`src/rtl/mul_div_32_pkg.sv`:
```
// Shared definitions for the mul_div_32 multiply/divide unit:
// operation encodings, FSM state encoding, iteration count and the
// per-operation context latched at the start edge.
package mul_div_32_pkg;

    localparam int unsigned WIDTH = 32;
    localparam int unsigned ITER  = 32;
    localparam int unsigned CNT_W = $clog2(ITER + 1);

    typedef enum logic [2:0] {
        MD_NONE  = 3'b000,
        MD_MULT  = 3'b001,
        MD_MULTU = 3'b010,
        MD_DIV   = 3'b011,
        MD_DIVU  = 3'b100,
        MD_MTHI  = 3'b101,
        MD_MTLO  = 3'b110
    } md_op_e;

    typedef enum logic [1:0] {
        S_IDLE = 2'd0,
        S_RUN  = 2'd1,
        S_FIX  = 2'd2
    } state_e;

    // Operation context captured at the start edge and consumed in FIX.
    typedef struct packed {
        logic is_div;
        logic neg_q;     // product / quotient sign
        logic neg_r;     // remainder sign
        logic zero_div;  // divisor was zero
    } md_ctx_t;

endpackage

```
`src/rtl/md_sign_cond.sv`:
```
// Conditional two's-complement negate.
// Ports: a   - input value
//        neg - when 1, output is -a (modulo 2^W); otherwise a
//        y_c - combinational result
module md_sign_cond #(
    parameter int unsigned W = 32
) (
    input  logic [W-1:0] a,
    input  logic         neg,
    output logic [W-1:0] y_c
);

    assign y_c = neg ? (~a + W'(1)) : a;

endmodule

```
`src/rtl/mul_div_32.sv`:
```
// Iterative 32-bit multiply/divide unit holding the HI/LO registers.
// Executes MULT/MULTU (shift-add) and DIV/DIVU (restoring) over ITER
// cycles on operand magnitudes, then sign-corrects in one FIX cycle.
// MTHI/MTLO write op1 directly into HI/LO when idle.
// Ports: clk, rst_n      - clock, async active-low reset
//        op1, op2        - rs / rt operands, sampled on the start edge
//        md_op, start    - operation and request qualifier
//        busy            - iterative operation in flight
//        done            - one-cycle pulse when HI/LO take a mult/div result
//        div_by_zero     - divisor was zero; valid with done
//        hi, lo          - architectural HI/LO registers
module mul_div_32
    import mul_div_32_pkg::*;
(
    input  logic             clk,
    input  logic             rst_n,
    input  logic [WIDTH-1:0] op1,
    input  logic [WIDTH-1:0] op2,
    input  logic [2:0]       md_op,
    input  logic             start,
    output logic             busy,
    output logic             done,
    output logic             div_by_zero,
    output logic [WIDTH-1:0] hi,
    output logic [WIDTH-1:0] lo
);

    state_e             state_q, state_d;
    logic [CNT_W-1:0]   cnt_q, cnt_d;
    logic [WIDTH-1:0]   mcand_q, mcand_d;    // multiplicand or divisor magnitude
    logic [WIDTH-1:0]   acc_hi_q, acc_hi_d;  // product high word or remainder
    logic [WIDTH-1:0]   acc_lo_q, acc_lo_d;  // multiplier/product low or quotient
    logic [WIDTH-1:0]   op1_q, op1_d;        // raw op1 for the zero-divisor result
    md_ctx_t            ctx_q, ctx_d;
    logic               busy_d, done_d, dbz_d;
    logic [WIDTH-1:0]   hi_d, lo_d;

    // Request decode
    logic req_mul, req_div, req_signed, req_mthi, req_mtlo;

    always_comb begin
        req_mul    = 1'b0;
        req_div    = 1'b0;
        req_signed = 1'b0;
        req_mthi   = 1'b0;
        req_mtlo   = 1'b0;
        case (md_op_e'(md_op))
            MD_MULT:  begin req_mul = 1'b1; req_signed = 1'b1; end
            MD_MULTU: req_mul = 1'b1;
            MD_DIV:   begin req_div = 1'b1; req_signed = 1'b1; end
            MD_DIVU:  req_div = 1'b1;
            MD_MTHI:  req_mthi = 1'b1;
            MD_MTLO:  req_mtlo = 1'b1;
            default:  ;
        endcase
    end

    // Operand magnitudes
    logic [WIDTH-1:0] op1_abs_c, op2_abs_c;

    md_sign_cond #(.W(WIDTH)) u_abs1 (
        .a   (op1),
        .neg (req_signed & op1[WIDTH-1]),
        .y_c (op1_abs_c)
    );

    md_sign_cond #(.W(WIDTH)) u_abs2 (
        .a   (op2),
        .neg (req_signed & op2[WIDTH-1]),
        .y_c (op2_abs_c)
    );

    // One iteration step for each operation
    logic [WIDTH:0]   mul_sum;
    logic [WIDTH:0]   div_shift;
    logic             div_borrow;
    logic [WIDTH-1:0] div_diff;

    assign mul_sum    = acc_lo_q[0] ? ({1'b0, acc_hi_q} + {1'b0, mcand_q})
                                    : {1'b0, acc_hi_q};
    assign div_shift  = {acc_hi_q, acc_lo_q[WIDTH-1]};
    assign div_borrow = div_shift < {1'b0, mcand_q};
    // When there is no borrow the true difference is below the divisor, so
    // the low word alone is exact.
    assign div_diff   = div_shift[WIDTH-1:0] - mcand_q;

    // Result sign correction
    logic [2*WIDTH-1:0] prod_c;
    logic [WIDTH-1:0]   quo_c, rem_c;

    md_sign_cond #(.W(2 * WIDTH)) u_fix_prod (
        .a   ({acc_hi_q, acc_lo_q}),
        .neg (ctx_q.neg_q),
        .y_c (prod_c)
    );

    md_sign_cond #(.W(WIDTH)) u_fix_quo (
        .a   (acc_lo_q),
        .neg (ctx_q.neg_q),
        .y_c (quo_c)
    );

    md_sign_cond #(.W(WIDTH)) u_fix_rem (
        .a   (acc_hi_q),
        .neg (ctx_q.neg_r),
        .y_c (rem_c)
    );

    // Next-state and registered-output logic
    always_comb begin
        state_d  = state_q;
        cnt_d    = cnt_q;
        mcand_d  = mcand_q;
        acc_hi_d = acc_hi_q;
        acc_lo_d = acc_lo_q;
        op1_d    = op1_q;
        ctx_d    = ctx_q;
        busy_d   = busy;
        done_d   = 1'b0;
        dbz_d    = 1'b0;
        hi_d     = hi;
        lo_d     = lo;

        case (state_q)
            S_IDLE: begin
                if (start) begin
                    if (req_mthi) hi_d = op1;
                    if (req_mtlo) lo_d = op1;
                    if (req_mul || req_div) begin
                        mcand_d         = req_div ? op2_abs_c : op1_abs_c;
                        acc_lo_d        = req_div ? op1_abs_c : op2_abs_c;
                        acc_hi_d        = '0;
                        op1_d           = op1;
                        ctx_d.is_div    = req_div;
                        ctx_d.neg_q     = req_signed & (op1[WIDTH-1] ^ op2[WIDTH-1]);
                        ctx_d.neg_r     = req_signed & op1[WIDTH-1];
                        ctx_d.zero_div  = req_div & (op2 == '0);
                        cnt_d           = CNT_W'(ITER);
                        busy_d          = 1'b1;
                        state_d         = S_RUN;
                    end
                end
            end

            S_RUN: begin
                if (ctx_q.is_div) begin
                    acc_hi_d = div_borrow ? div_shift[WIDTH-1:0] : div_diff;
                    acc_lo_d = {acc_lo_q[WIDTH-2:0], ~div_borrow};
                end else begin
                    {acc_hi_d, acc_lo_d} = {mul_sum, acc_lo_q[WIDTH-1:1]};
                end
                cnt_d = cnt_q - CNT_W'(1);
                if (cnt_q == CNT_W'(1)) state_d = S_FIX;
            end

            S_FIX: begin
                if (ctx_q.is_div) begin
                    if (ctx_q.zero_div) begin
                        lo_d  = '1;
                        hi_d  = op1_q;
                        dbz_d = 1'b1;
                    end else begin
                        lo_d = quo_c;
                        hi_d = rem_c;
                    end
                end else begin
                    {hi_d, lo_d} = prod_c;
                end
                done_d  = 1'b1;
                busy_d  = 1'b0;
                state_d = S_IDLE;
            end

            default: state_d = S_IDLE;
        endcase
    end

    // State and datapath registers
    always_ff @(posedge clk or negedge rst_n) begin
        if (!rst_n) begin
            state_q     <= S_IDLE;
            cnt_q       <= '0;
            mcand_q     <= '0;
            acc_hi_q    <= '0;
            acc_lo_q    <= '0;
            op1_q       <= '0;
            ctx_q       <= '0;
            busy        <= 1'b0;
            done        <= 1'b0;
            div_by_zero <= 1'b0;
            hi          <= '0;
            lo          <= '0;
        end else begin
            state_q     <= state_d;
            cnt_q       <= cnt_d;
            mcand_q     <= mcand_d;
            acc_hi_q    <= acc_hi_d;
            acc_lo_q    <= acc_lo_d;
            op1_q       <= op1_d;
            ctx_q       <= ctx_d;
            busy        <= busy_d;
            done        <= done_d;
            div_by_zero <= dbz_d;
            hi          <= hi_d;
            lo          <= lo_d;
        end
    end

endmodule

```
`config.mk`:
```
export PLATFORM = sky130hd
export DESIGN_NAME = mul_div_32
export DESIGN_NICKNAME = d
export VERILOG_FILES = /design/src/rtl/mul_div_32_pkg.sv /design/src/rtl/md_sign_cond.sv /design/src/rtl/mul_div_32.sv
export SDC_FILE = /design/constraint.sdc
export NUM_CORES = 1
export LEC_CHECK = 0
export CORE_MARGIN = 4
export CORE_UTILIZATION = 60
export CTS_CLUSTER_DIAMETER = 40
export DETAILED_ROUTE_END_ITERATION = 8
export HOLD_SLACK_MARGIN = 0.06
export PLACE_DENSITY_LB_ADDON = 0.08
export SLEW_MARGIN = 20
export SYNTH_ARGS = -nofsm -noshare
export SYNTH_HDL_FRONTEND = slang
export SYNTH_SLANG_ARGS = --single-unit
export TNS_END_PERCENT = 100
```
`constraint.sdc`:
```
create_clock -name clk -period 4.1 [get_ports clk]
set_input_delay 0.82 -clock clk [delete_from_list [all_inputs] [get_ports clk]]
set_output_delay 0.82 -clock clk [all_outputs]
set_load 0.02 [all_outputs]
```
==> impl_summary.txt <==
----------------------------------------------------
[Yosys]
  Mean area per synthesized cell ... ~7.7 µm²
  Number of different library cells in the post-synthesis netlist ... 84
  Number of standard cells after synthesis ... around 2300
  Top FF cell, synth ... dfrtp_1
  Share of the synthesized area in the top cell type ... 29.6%
  Sequential share of the synthesized area ... just under 30%
  Number of synthesized register bits ... ~210
  Number of enable-type register cells in the synthesized netlist ... 0
  Most numerous cell in the Yosys netlist ... nand2_1
  Most instantiated cells after synthesis ... 372 x nand2_1, 230 x o21ai_0, 207 x dfrtp_1, 164 x a21oi_1, 150 x clkbuf_1
  Cell type with the largest total area after synthesis ... dfrtp_1
  Net Count, Synth ... roughly 2400
  Mapped Area ... approximately 17000 µm²
  Ranking of synthesized cells by area ... dfrtp_1 30%, nand2_1 8.0%, o21ai_0 6.6%
  Count of synthesis-stage warnings from yosys ... 0
  Async S/R FF share, synth ... 100%

[Placed design]
  Dpl hpwl ... a little under 50 mm
  Global placement routability congestion ... about 1.1
  Dpl cell area ... between 15000 and 20000 µm²
  Cells after DPL ... 2706
  Worst setup slack before clock tree synthesis ... approximately 0.16 ns
  Number of port buffers ... approximately 140

[STA]
  Transition time at the pin with the least slew margin ... about 0.92 ns
  RSZ-0062 raised after global routing ... false
  Max-Slew Margin vs Limit ... about 38%
  Clock skew ... approximately 0.036 ns
  Tcrit/Tclk final ... approximately 90%
  Achievable clock frequency ... around 270 MHz
  # setup viols final ... 0
  Min Clock Period, post-route ... between 3 and 4 ns
  Fin Setup TNS ... 0 ns
  Hold Slack ... roughly 0.34 ns
  Post-layout worst setup margin ... between 0.4 and 0.5 ns
  Final-report hold violation count ... 0
  Number of max-slew violations in the final report ... 0

[Clock tree]
  Clock buffer count from CTS ... 38
  Number of sinks driven by the clock tree ... around 210
  Count of buffers added by post-CTS timing repair for setup ... 0
  Number of H-tree levels ... 2
  Clock root cell ... clkbuf_16
  Post-cts resize count ... 0
  Maximum clock path buffer count ... 3
  CTS tree ... yes
  Clock input transition at the sequential cells of the worst setup and hold paths ... 0.05 ns
  Source-to-sink clock delay at the later pin of the worst-skew pair ... 0.53 ns
  Number of buffers inserted by hold repair at cts ... 0

[Power]
  Worst-case vdd ir drop ... ~730 µV
  Leakage dissipation ... around 8.6 nW
  Power density of the placed cells ... ~960 nW/µm²
  Power after layout ... approximately 20 mW

[Die]
  Number of placed I/O pins ... approximately 140
  Die span in x ... about 180 µm
  Vertical die dimension ... 179 µm
  DIE AREA ... roughly 32000 µm²
  CORE AREA ... 28700 µm²
  Site Rows ... between 60 and 70
  Starting utilization of the core area ... 61.0%

[Global routing]
  Global-route wire length before repair ... ~100 mm
  Maximum number of pins on one net before global-route repair ... approximately 100
  Global routing usage summed across all routing layers ... around 40%
  Via count of the first global-routing pass ... about 17000
  Congestion Overflow GR ... 0
  Number of antenna violations at the first check in global routing ... 1

[Setup path]
  Slowest cell on the critical path ... a211oi_1
  Buffers and inverters on the worst path ... 1
  Data required time of the critical path ... 4.51 ns
  Peak fanout along the critical path ... 12
  Arrival time of the worst setup path ... 4.09 ns
  Crit path launch type ... flop
  Cell family with most CP delay ... compound AO/OA/AOI/OAI gates
  Type of the worst setup path ... reg -> reg
  Largest stage delay on the critical path ... 0.66 ns
  Number of cell instances on the worst register-to-register path ... 11
  Startpoint of the most critical register-to-register path ... acc_hi_q[0]
  Critical path cell sequence ... ha_1 -> inv_1 -> fa_1 -> nor2b_1 -> o31ai_1 -> a211o_1 -> nand2_1 -> a211oi_1 -> o21ai_0 -> o311a_1 -> a221oi_1
  Worst reg2reg setup slack ... around 0.42 ns
  FF-to-FF End ... acc_hi_q[27]
  Type of destination of the critical path ... flop

[Detailed routing]
  Detailed Routing Iterations Pass 1 ... 6
  Drt total wl ... about 65 mm
  Initial drt markers ... approximately 2300
  Via count ... 18600
  ANT nets after route ... 0
  Post-route DRC ... 0
  Vias per inst ... 6.69
  Average wire length per cell after detail routing ... approximately 24 µm

[Cells and area]
  Net total in the final layout ... ~2500
  Area grow syn2layout ... 18.2%
  Share of post-route cells with drive strength above 1 ... 8.46%
  Final core area utilization ... between 70% and 80%
  Post-route design area ... approximately 21000 µm²
  Count of non-filler cells in the finished layout ... 2774

[Run]
  Count of max-cap constraint violations ... 0

[Min path]
  Path type of the worst min-delay path ... in -> async

[Outcome]
  Outcome ... finished, final reports clean

----------------------------------------------------
==> worst max-delay path by stage <==
stage                  from           end  slack (ns)  cells past startpoint
3_5_place_dp        op1[13]  acc_lo_q[25]        0.16                     10
2_1_floorplan       op1[10]  acc_lo_q[30]        0.84                      9
6_report        acc_hi_q[0]  acc_hi_q[27]        0.42                     11
3_3_place_gp        op1[13]  acc_lo_q[25]        0.17                     10
4_1_cts        acc_hi_q[21]  acc_hi_q[27]        0.53                     11
5_1_grt         acc_hi_q[0]  acc_hi_q[27]        0.23                     11
==> kinds of logic after synthesis <==
group	after synthesis	share of synthesized area [%]
AOI/OAI and AO/OA	737	26.6
buffers and inverters	250	5.46
muxes	63	3.66
xor gates and xnor gates	194	9.71
DFF	207	29.6
adders and majority gates	72	5.23
and+or+nand+nor	759	19.7
==> power breakdown <==
group	switching, mW	internal (mW)
logic	7.25	5.24
clock network	1.22	1.86
registers	1.30	3.05
total	9.77	10.1
==> area by class of cell <==
type | count | area (µm²)
Fill cell | 2348 | 8030
Timing Repair Buffer | 225 | 2110
Multi-Input combinational cell | 1825 | 11400
Sequential cell | 207 | 5180
Antenna cell | 1 | 2.50
Inverter | 65 | 244
Clock inverter | 21 | 196
Clock buffer | 46 | 1040
Tap cell | 384 | 480
==> worst register-to-register path, delay by kind of cell (launching register included) <==
family                     cells  cell delay (ns)
and+or+nand+nor                2             0.23
buffers and inverters          1             0.08
AOI/OAI and AO/OA              6             2.18
adders and majority gates      2             0.55
DFF                            1             0.55
==> state kept, by name, summed over array words and instances (netlist names), 4 cells and up <==
| name | cells |
|---|---|
| mcand_q | 32 |
| op1_q | 32 |
| ctx_q | 4 |
| acc_lo_q | 32 |
| lo | 32 |
| hi | 32 |
| cnt_q | 6 |
| acc_hi_q | 32 |
==> routing by layer <==
metal | routed length, µm | up-vias | part of all wire [%] | GRT usage (%)
met5 | 0 | - | 0 | 0
met4 | 3160 | 0 | 4.8 | 16.8
met3 | 7240 | 254 | 11 | 8.52
met2 | 29300 | 1152 | 45 | 62.5
met1 | 25600 | 8793 | 39 | 53.3
li1 | - | 8369 | - | -
==> cells in the final DEF (no fill, tap or decap), drive strengths merged, types with 7 or more instances in the layout <==
master,netlist,final
a211o,7,7
a211oi,23,23
a21o,31,31
a21oi,165,165
a221oi,11,11
a31oi,26,26
a32o,8,8
and2,12,12
and3,8,8
buf,34,89
clkbuf,151,47
clkdlybuf4s50,0,135
dfrtp,207,207
ha,70,70
inv,65,76
mux2,8,8
mux2i,55,55
nand2,372,372
nand2b,22,22
nand3,37,37
nand4,17,17
nor2,145,145
nor2b,20,20
nor3,39,39
nor4,21,21
o211ai,39,39
o21a,12,12
o21ai,235,235
o21bai,12,12
o221ai,12,12
o22ai,43,43
o31ai,35,35
o41ai,18,18
or2,9,9
or3,18,18
or4,19,19
xnor2,105,105
xor2,89,89
Note: power is estimated with default switching activity, not from simulation.
==> variant 1 (config.mk and constraints unchanged) <==
Add an input register stage for `op1`, `op2`, `md_op` and `start`, without a reset; this delays them by one clock.
--- a/src/rtl/mul_div_32.sv
+++ b/src/rtl/mul_div_32.sv
@@ -27,2 +27,14 @@
 
+    logic [WIDTH-1:0] op1_r;
+    logic [WIDTH-1:0] op2_q;
+    logic [2:0] md_op_q;
+    logic start_q;
+
+    always_ff @(posedge clk) begin
+        op1_r   <= op1;
+        op2_q   <= op2;
+        md_op_q <= md_op;
+        start_q <= start;
+    end
+
     state_e             state_q, state_d;
@@ -46,3 +58,3 @@
         req_mtlo   = 1'b0;
-        case (md_op_e'(md_op))
+        case (md_op_e'(md_op_q))
             MD_MULT:  begin req_mul = 1'b1; req_signed = 1'b1; end
@@ -61,4 +73,4 @@
     md_sign_cond #(.W(WIDTH)) u_abs1 (
-        .a   (op1),
-        .neg (req_signed & op1[WIDTH-1]),
+        .a   (op1_r),
+        .neg (req_signed & op1_r[WIDTH-1]),
         .y_c (op1_abs_c)
@@ -67,4 +79,4 @@
     md_sign_cond #(.W(WIDTH)) u_abs2 (
-        .a   (op2),
-        .neg (req_signed & op2[WIDTH-1]),
+        .a   (op2_q),
+        .neg (req_signed & op2_q[WIDTH-1]),
         .y_c (op2_abs_c)
@@ -125,5 +137,5 @@
             S_IDLE: begin
-                if (start) begin
-                    if (req_mthi) hi_d = op1;
-                    if (req_mtlo) lo_d = op1;
+                if (start_q) begin
+                    if (req_mthi) hi_d = op1_r;
+                    if (req_mtlo) lo_d = op1_r;
                     if (req_mul || req_div) begin
@@ -132,7 +144,7 @@
                         acc_hi_d        = '0;
-                        op1_d           = op1;
+                        op1_d           = op1_r;
                         ctx_d.is_div    = req_div;
-                        ctx_d.neg_q     = req_signed & (op1[WIDTH-1] ^ op2[WIDTH-1]);
-                        ctx_d.neg_r     = req_signed & op1[WIDTH-1];
-                        ctx_d.zero_div  = req_div & (op2 == '0);
+                        ctx_d.neg_q     = req_signed & (op1_r[WIDTH-1] ^ op2_q[WIDTH-1]);
+                        ctx_d.neg_r     = req_signed & op1_r[WIDTH-1];
+                        ctx_d.zero_div  = req_div & (op2_q == '0);
                         cnt_d           = CNT_W'(ITER);
Function: changed (Yosys sat finds a counterexample within 4 cycles, from zero or initial values and one cycle with rst_n low).
==> variant 1 against the unedited design <==
- final area rose by 6.6%
- count of clock-buffer cells in the layout rose by 5
- die area rose by 6.5%
- final cell count rose by 2.0%
- combinational power fell by 5%
- via count rose by 0.35%
- routed wire length rose by 2.3%
- area after synthesis rose by 6.8%
- power rose by 5.5%
- worst hold slack got worse by 0.020 ns
- sequential share of layout area rose by 4.6 points
- setup slack got worse by 0.12 ns
- sequential cell count rose by 68
- largest power group unchanged
- highest routed layer unchanged
==> variant 1: results (changes against the unedited design) <==
Cells and area
  – Clock-cell share of area: 0.0749 (+0.0150)
  – Seq. cell area: 6550 µm² (+26%)
  – Multi-input logic portion of the cell area: 0.511 (-0.0408)
  – Antenna fix cells: 0 (-1)
  – Share of cells above drive strength 1: 0.0764 (-0.00814)
  – Core Util, Final: 0.719 (-0.00190)
  – Plain + repair buffers: 196 (-13%)
  – Fill cell count: 2434 (+3.7%)
  – Comb_multi_in: 1819 (-0.33%)
  – Clock buffers: 51 (+11%)
  – Non-clock inverters: 62 (-4.6%)
  – Buffering overhead: 0.0835 (-0.0184)

Placed design
  – Final GP Congestion: 1.05 (-1.4%)
  – Post-DP Area: 20400 µm² (+4.9%)
  – Post-detail-place hpwl: 48.0 mm (-0.61%)
  – Inst Count DP: 2748 (+1.6%)
  – DP Worst Slack: 0.478 ns (+0.321 ns)

Power and ir drop
  – Leak: 9.21 nW (+6.8%)
  – Max rail drop VDD: 0.493 mV (-32%)

Critical path
  – Crit Path Max Fanout: 4 (-8)
  – Critical Path End: acc_hi_q[20]
  – Reg2Reg Setup Slack: 0.29 ns (-0.12 ns)
  – CP peak stage delay: 0.43 ns (-0.23 ns)
  – R2R depth: 14 (+3)
  – Cell with the biggest individual delay on the critical path: dfrtp_1
  – Crit path launch: acc_lo_q[31]

Global routing
  – Largest net degree at the start of global routing: 93 (-9.7%)
  – Gr usage total: 0.385 (-0.0125)
  – Vias in the first global route: 17900 (+2.9%)
  – Global-route wire length before repair: 102 mm (+2.6%)

Synth
  – Synth Area in Adders: 0.0490 (-0.00333)
  – Post-synth top cells: nand2_1 (390), o21ai_0 (242), dfrtp_1 (207), clkbuf_1 (160), a21oi_1 (153)
  – Netlist cell types: 72 (-14%)
  – Synth Instances: 2335 (+2.3%)
  – Post-synthesis compound-gate area fraction: 0.239 (-0.0264)
  – Sequential share of the synthesized area: 0.350 (+0.0540)
  – Area of the mapped netlist: 18700 µm² (+6.8%)
  – Top post-synthesis cells by area: dfrtp_1 (28%), nand2_1 (7.8%), dfxtp_1 (7.3%)
  – Synth Register Bits: 275 (+33%)
  – Post-synthesis mux area share: 0.0371 (+0.000481)
  – Post-synth ARST share: 0.753 (-0.247)
  – Post-Syn Nets: 2477 (+2.2%)
  – Xor/xnor share of the synthesized area: 0.0956 (-0.00150)

STA
  – Rel. slew slack: 0.331 (-0.0537)
  – Hold Slack: 0.323 ns (-0.0201 ns)
  – Clk_skew: 0.0228 ns (-0.0134 ns)
  – Time the worst path needs with I/O delays and setup: 3.81 ns (+0.123 ns)

Clock tree
  – CTS Buf Count: 45 (+18%)
  – Skew-Pair Late Insertion Delay: 0.56 ns (+0.03 ns)

Outcome
  – Status: finished, final reports clean

Detailed routing
  – 1st-iter DRT viols: 2047 (-9.8%)
  – Average vias per placed instance: 6.58 (-1.6%)
  – Detailed Route WL: 66.8 mm (+2.3%)
  – Detailed-route via count: 18600 (+0.35%)

Hold path
  – Hold crit path type: in2async
## variant 1: cell count changes after synthesis, sizes merged, moves of 9 or more
cell,change
a21oi,-12
a22o,+11
buf,-15
clkbuf,+9
dfxtp,+68
nand2,+18
nand3,-10
o211ai,+21
o21ai,+13
o41ai,-9
## variant 1: per-layer routing
| metal | vias up | track usage | wire length [µm] | share of wire |
|---|---|---|---|---|
| li1 | 8426 | - | - | - |
| met1 | 8889 | 0.498 | 26000 | 0.39 |
| met2 | 1076 | 0.607 | 29700 | 0.44 |
| met3 | 242 | 0.0866 | 6920 | 0.10 |
| met4 | 0 | 0.202 | 4200 | 0.063 |
| met5 | - | 0 | 0 | 0 |
## variant 1: where the power goes
| part | internal (W) | total [W] | switching [W] | leakage [nW] |
|---|---|---|---|---|
| combinational | 0.00482 | 0.0119 | 0.00708 | 5.27 |
| clock | 0.00268 | 0.00414 | 0.00146 | 0.802 |
| sequential | 0.00373 | 0.00497 | 0.00124 | 3.14 |
| total | 0.0112 | 0.0210 | 0.00977 | 9.21 |
==> variant 2 (config.mk and constraints unchanged) <==
Without the edit above. Set the package constant `ITER` to 64 (it was 32).
--- a/src/rtl/mul_div_32_pkg.sv
+++ b/src/rtl/mul_div_32_pkg.sv
@@ -6,3 +6,3 @@
     localparam int unsigned WIDTH = 32;
-    localparam int unsigned ITER  = 32;
+    localparam int unsigned ITER  = 64;
     localparam int unsigned CNT_W = $clog2(ITER + 1);
Function: same outputs for any inputs over 4 cycles, from zero or initial values and one cycle with rst_n low; that may be too few to reach the edited logic, so the function may still have changed.
==> variant 2 against the unedited design <==
- routed wire length is 0.60% higher
- area after synthesis decreased by 1.3%
- final area increased by 0.13%
- setup slack got worse by 0.23 ns
- critical path depth is 3 higher
- critical path type unchanged
- largest power group unchanged
- clock skew decreased by 0.020 ns
- power rose by 3.4%
- sequential cell count up 1
==> variant 2: results (changes against the unedited design) <==
Outcome
  – Status: finished, final reports clean

Synth
  – Xor/xnor share of the synthesized area: 0.102 (+0.00532)
  – Synth Area in Adders: 0.0530 (+0.000682)
  – Netlist cell types: 78 (-7.1%)
  – Post-synthesis mux area share: 0.0434 (+0.00678)
  – Sequential share of the synthesized area: 0.301 (+0.00531)
  – Post-Syn Nets: 2390 (-1.4%)
  – Synth Instances: 2248 (-1.5%)

Cells and area
  – Fill cell count: 2208 (-6.0%)
  – Buffering overhead: 0.104 (+0.00199)
  – Post-Layout Cell Count: 2768 (-0.22%)
  – Clock-cell share of area: 0.0645 (+0.00458)
  – Non-clock inverters: 72 (+11%)
  – Comb_multi_in: 1807 (-0.99%)
  – Seq. cell area: 5210 µm² (+0.48%)
  – Plain + repair buffers: 234 (+4.0%)
  – Share of cells above drive strength 1: 0.0883 (+0.00377)

Detailed routing
  – Pre-antenna DRT Iters: 7 (+1)
  – Detailed-route via count: 18300 (-1.5%)
  – 1st-iter DRT viols: 2396 (+5.6%)

Power and ir drop
  – Max rail drop VDD: 0.744 mV (+2.3%)
  – Leak: 8.72 nW (+1.2%)

Critical path
  – Cell with the biggest individual delay on the critical path: dfrtp_1
  – CP peak stage delay: 0.42 ns (-0.24 ns)
  – Reg2Reg Setup Slack: 0.19 ns (-0.23 ns)
  – R2R depth: 14 (+3)

Floorplanning
  – Die width: 178 µm (-0.62%)

STA
  – Hold Slack: 0.348 ns (+0.00542 ns)
  – Clk_skew: 0.0159 ns (-0.0203 ns)
  – Rel. slew slack: 0.248 (-0.136)

Global routing
  – Gr usage total: 0.406 (+0.00821)
  – Largest net degree at the start of global routing: 100 (-2.9%)

Placed design
  – Post-DP Area: 19300 µm² (-0.44%)
  – Post-detail-place hpwl: 48.6 mm (+0.74%)
  – DP Worst Slack: 0.172 ns (+0.0150 ns)
  – Inst Count DP: 2699 (-0.26%)

Clock tree
  – Clk sinks: 208 (+0.48%)
==> variant 2: changes by cell type in the layout (fill, tap and decap cells not counted), sizes merged, moves of 7 or more <==
cell    before  now
clkinv       4   11
nor3        39   29
xnor2      105  118
mux2i       55   67
o21ai      235  246
o22ai       43   35
o31ai       35   27
nor2       145  186
nand3       37   29
nand2      372  354
nor4        21   12
buf         89   99
==> variant 2: what timing repair did <==
action,CTS,global route
endpoints found under the setup margin,0,1
buffers inserted,0,0
gates resized for setup,0,2
==> variant 2: layer usage <==
metal	vias to the layer above	wire, µm	GRT usage
met5	-	13	0
met4	2	4440	0.234
met3	297	7890	0.115
met2	1180	28600	0.615
met1	8590	24700	0.520
li1	8226	-	-
==> variant 2: power breakdown <==
part | switching (W) | leakage (nW) | total, W | internal [W]
Sequential | 0.00122 | 2.57 | 0.00428 | 0.00307
Combinational | 0.00757 | 5.50 | 0.0130 | 0.00541
Clock | 0.00121 | 0.653 | 0.00334 | 0.00213
